File: config.mk
export PLATFORM = sky130hd
export DESIGN_NAME = xor_gate_unit
export DESIGN_NICKNAME = d
export VERILOG_FILES = /design/src/rtl/xor_gate_unit_pkg.sv /design/src/rtl/xor_gate_unit_xor_bit.sv /design/src/rtl/xor_gate_unit.sv
export SDC_FILE = /design/constraint.sdc
export NUM_CORES = 1
export LEC_CHECK = 0
export ABC_AREA = 0
export ABC_CLOCK_PERIOD_IN_PS = 1230
export CORE_AREA = 2 2 101 103
export DETAILED_ROUTE_END_ITERATION = 7
export DIE_AREA = 0 0 103 105
export DONT_BUFFER_PORTS = 1
export PLACE_DENSITY = 0.59
export RECOVER_POWER = 50
export SYNTH_ARGS = -nofsm -noshare
export SYNTH_HDL_FRONTEND = slang
export SYNTH_SLANG_ARGS = --single-unit
export TNS_END_PERCENT = 30
File: constraint.sdc
create_clock -name clk -period 1.23 [get_ports clk]
set_clock_uncertainty 0.2 [all_clocks]
set_input_delay 0.0615 -clock clk [delete_from_list [all_inputs] [get_ports clk]]
set_output_delay 0.0615 -clock clk [all_outputs]
set_load 0.01 [all_outputs]
File: src/rtl/xor_gate_unit_pkg.sv
// Shared ALU package.
// Purpose: holds the datapath width and the ALU opcode encoding so that every
// ALU unit agrees on them.
// Contents:
//   XLEN      - native register width of the datapath (64).
//   alu_op_e  - ALU operation select; ALU_XOR routes XOR/XORI to xor_gate_unit.
//   tree_leaves - number of leaves of a balanced binary reduction tree that
//                 covers a given number of inputs (next power of two).
package xor_gate_unit_pkg;

  localparam int XLEN = 64;

  typedef enum logic [3:0] {
    ALU_ADD  = 4'd0,
    ALU_SUB  = 4'd1,
    ALU_SLL  = 4'd2,
    ALU_SLT  = 4'd3,
    ALU_SLTU = 4'd4,
    ALU_XOR  = 4'd5,
    ALU_SRL  = 4'd6,
    ALU_SRA  = 4'd7,
    ALU_OR   = 4'd8,
    ALU_AND  = 4'd9
  } alu_op_e;

  // Leaves needed by a balanced binary tree over n inputs; unused leaves are
  // tied to 0 so they never affect an OR reduction.
  function automatic int tree_leaves(input int n);
    int p;
    p = 1;
    while (p < n) p = p * 2;
    return p;
  endfunction

endpackage : xor_gate_unit_pkg

File: src/rtl/xor_gate_unit_xor_bit.sv
// Single-bit XOR cell, the leaf element of xor_gate_unit.
// Ports:
//   a - operand bit A
//   b - operand bit B
//   o - a ^ b (X/Z propagate with normal XOR semantics)
module xor_bit (
  input  logic a,
  input  logic b,
  output logic o
);

  assign o = a ^ b;

endmodule : xor_bit

File: src/rtl/xor_gate_unit.sv
// 64-bit bitwise XOR unit for the ALU (XOR/XORI).
// Builds the result from WIDTH single-bit xor_bit cells, derives a zero flag
// through an OR tree plus one inversion, and keeps a registered copy for
// pipelined consumers.
// Ports:
//   clk      - system clock
//   rst_n    - asynchronous active-low reset; clears only the registered outputs
//   en       - capture enable for the registered result
//   x, y     - operands
//   final_c  - combinational result x ^ y ("final" is a reserved word in
//              SystemVerilog, so the combinational result carries a _c tag)
//   zero     - combinational flag, high when final_c == 0
//   final_q  - registered copy of final_c
//   zero_q   - registered copy of zero
//   valid_q  - high for the cycle after a capture
//
// valid/capture semantics: on a rising clk edge with en=1 the current final_c
// and zero are captured into final_q/zero_q and valid_q goes high for exactly
// the following cycle; with en=0 the data registers hold and valid_q drops.
// There is no back-pressure: consumers must take the data while valid_q=1.
module xor_gate_unit
  import xor_gate_unit_pkg::*;
#(
  parameter int WIDTH = XLEN
) (
  input  logic             clk,
  input  logic             rst_n,
  input  logic             en,
  input  logic [WIDTH-1:0] x,
  input  logic [WIDTH-1:0] y,
  output logic [WIDTH-1:0] final_c,
  output logic             zero,
  output logic [WIDTH-1:0] final_q,
  output logic             zero_q,
  output logic             valid_q
);

  localparam int LEAVES = tree_leaves(WIDTH);
  localparam int NODES  = 2 * LEAVES - 1;

  // Bitwise XOR from one cell per bit.
  for (genvar i = 0; i < WIDTH; i++) begin : g_xor
    xor_bit u_xor_bit (
      .a (x[i]),
      .b (y[i]),
      .o (final_c[i])
    );
  end

  // OR reduction as a heap-ordered binary tree: node k has children 2k+1 and
  // 2k+2, leaves live at LEAVES-1 .. NODES-1, root is node 0.
  logic [NODES-1:0] or_node;

  for (genvar j = 0; j < LEAVES; j++) begin : g_leaf
    if (j < WIDTH) begin : g_used
      assign or_node[LEAVES-1+j] = final_c[j];
    end else begin : g_pad
      assign or_node[LEAVES-1+j] = 1'b0;
    end
  end

  for (genvar k = 0; k < LEAVES - 1; k++) begin : g_or
    assign or_node[k] = or_node[2*k+1] | or_node[2*k+2];
  end

  assign zero = ~or_node[0];

  // Register stage: reset takes effect immediately, without a clock.
  always_ff @(posedge clk or negedge rst_n) begin
    if (!rst_n) begin
      final_q <= '0;
      zero_q  <= 1'b0;
      valid_q <= 1'b0;
    end else begin
      valid_q <= en;
      if (en) begin
        final_q <= final_c;
        zero_q  <= zero;
      end
    end
  end

endmodule : xor_gate_unit

==> summary.txt <==
Worst setup path
  • Worst-path fanout max: 2
  • Crit. Startpoint: y[57]
  • Critical Path Sink: zero
  • Crit. End Element: output port
  • Type of origin of the critical path: primary input
  • Required time of the worst setup path: 0.97 ns
  • Reg2reg start: final_q[28]$_DFFE_PN0P_
  • FF-to-FF path depth: 1
  • Reg2reg end: final_q[28]$_DFFE_PN0P_
  • CP arrival: roughly 1.4 ns
  • Reg-to-reg setup timing slack: ~0.19 ns
  • CP Class: in -> out

Drt
  • DR iter-0 viols: between 60 and 70
  • Routed length per placed instance: 19.9 um
  • Via density: 4.91
  • First-pass iteration count of the detailed router: 4
  • Vias: ~2.1k
  • ANT nets after route: 0
  • Final WL: approximately 8.6 mm
  • # DRC: 0

CTS
  • Clock latency on the worst-skew pair: roughly 0.33 ns
  • CTS Root Buffer Type: clkbuf_8
  • Clk buf depth: 2
  • CTS Buf Count: 9
  • Clock slew at reported path FFs: 0.07 ns
  • CTS tree: done
  • Htree depth: 3
  • Clk sinks: 66

Timing
  • Setup TNS: -0.471 ns
  • RSZ-0062 raised after global routing: true
  • Max Clk Rate: ~620 MHz
  • Post-route setup slack: -0.395 ns
  • Setup violations, final: 2
  • Max transition margin: about three quarters
  • Period utilisation layout: 132%
  • Min Tclk post-route: ~1.6 ns
  • Slew Limit Fails: 0
  • Hold slack: -0.786 ns
  • Final hold vios: ~130
  • Worst Max-Slew Pin Slew: about 0.38 ns

Synthesis
  • Mapped Cells: between 200 and 300
  • Share of the yosys chip area belonging to registers: 45.9%
  • Syn Area/Cell: ~13 um^2
  • Yosys Warn Count: 0
  • Syn Std Cell Area: approximately 0.0036 mm^2
  • Yosys cell types: 9
  • Syn Nets: between 400 and 500
  • Yosys reg bits: 66

Floorplanning
  • Initial Util: a little under two fifths
  • Core Box Area: 0.00964 mm^2
  • Die Ht: about 110 um
  • Die ar.: 0.0108 mm^2
  • Die Width: slightly above 100 um
  • Io pins: 262
  • Rows: 36

Power
  • Maximum VDD drop: ~0.00051 V
  • LEAKAGE: 1.55 nW
  • PwrDens: 1470 mW/mm^2

Placement
  • Gp weighted congestion: between 0.7 and 0.8
  • Placed cells: between 400 and 500
  • Setup WS pre-CTS: -0.618 ns
  • Dpl cell area: about 0.0038 mm^2
  • Hpwl dp: approximately 6.7 mm
  • IO Port Bufs: 0

Global routing
  • First-pass GRT wire length: 12.3 mm
  • Overflow after GRT: 0
  • Tot GR Track Use: between 15 and 20%
  • Initial antenna violation count: 0
  • Pin count of the biggest net entering global routing: 67
  • Vias in the first global route: roughly 2.4k

Worst hold path
  • Worst Hold Class: in -> async

Status
  • Outcome: complete, but fails checks
  • Violated checks: negative hold slack, negative setup slack

Layout
  • Final instance area: about 0.0038 mm^2
  • FILL cells: roughly 1000
  • Synthesis-to-layout area growth: 5.94%
  • Area taken by multi-input logic gates: about 0.0015 mm^2
  • Antenna cells: 0
  • Register area: roughly 0.0017 mm^2
  • Finished Layout Cells: about 430
  • Share of cells above drive strength 1: 31.8%
  • Nets: ~430

Run
  • Number of max-cap violations: 0
-- layout by cell type (no fill, tap or decap) --
cell	n
xor2_4	2
clkinv_2	2
nor4_1	10
mux2_2	65
xor2_2	1
buf_4	7
dfrtp_1	66
bufinv_16	1
clkbuf_1	63
nand4_1	4
nor4_4	2
nor4_2	5
clkbuf_8	10
xor2_1	61
-- worst min path at each step --
| stage | from | to | slack (ns) |
|---|---|---|---|
| 2_1_floorplan | rst_n | final_q[0]$_DFFE_PN0P_ | -0.43 |
| 3_3_place_gp | rst_n | final_q[0]$_DFFE_PN0P_ | -0.43 |
| 3_5_place_dp | rst_n | final_q[0]$_DFFE_PN0P_ | -0.43 |
| 4_1_cts | rst_n | final_q[42]$_DFFE_PN0P_ | -0.81 |
| 5_1_grt | rst_n | final_q[54]$_DFFE_PN0P_ | -0.82 |
| 6_report | rst_n | final_q[55]$_DFFE_PN0P_ | -0.79 |
-- critical path, stage by stage --
cell,delay [ns]
xor2_4,0.17
nor4_2,0.31
nand4_1,0.25
nor4_4,0.38
buf_4,0.18
-- registers in the layout, indices dropped and copies added (netlist names) --
name	count
valid_q	1
final_q	64
zero_q	1
-- Yosys cell counts --
cell	n	share of area, %
dfrtp_1	66	46
mux2_2	65	20
buf_2	5	0.69
buf_4	64	13
nand4_1	4	0.69
nor4_2	2	0.69
nor4_1	15	2.6
clkbuf_1	2	0.21
xor2_1	64	16
-- per-stage QoR --
stage / power (mW) / util [%]
after floorplan: 3.82 / -
final: 5.60 / 39.6
after detailed placement: 4.02 / 39.2
after global placement: 3.99 / 39.2
after CTS: 5.87 / 42.0
after global routing: 5.93 / 39.6
-- kinds of logic after synthesis --
family        count (synthesis)  share of synthesized area (%)
flops                        66                           45.9
buf+inv                      71                           14.2
simple gates                 21                           4.00
mux                          65                           20.3
xor+xnor                     64                           15.6
-- power breakdown --
part           internal (mW)  switching (mW)
clock                  0.977           0.809
sequential              2.49           0.374
combinational          0.471           0.484
total                   3.94            1.67
-- final cells by class --
cell class              instances  share of cell area, %
clock buffers                  12                   3.80
clock inverters                 3                   1.05
repair buffers                 68                   7.38
flip-flops and latches         66                   43.3
multi-input cells             150                   40.1
well taps                     133                   4.36
-- repair_timing --
item | 4_1_cts | 5_1_grt
endpoints found under the setup margin | 2 | 2
buffers inserted | 0 | 0
resized for setup | 10 | 0
cloned | 0 | 0
pin swaps | 5 | 0
endpoints found under the hold margin | 132 | 132
-- routing by layer --
layer  vias to the layer above  wire length (um)  track usage, %
li1                        928                 -               -
met2                       161              4310            26.7
met5                         -                 0               0
met4                         0                82            4.79
met3                         8              1110            6.89
met1                      1023              3110            15.6
(Power assumes the default switching activity.)
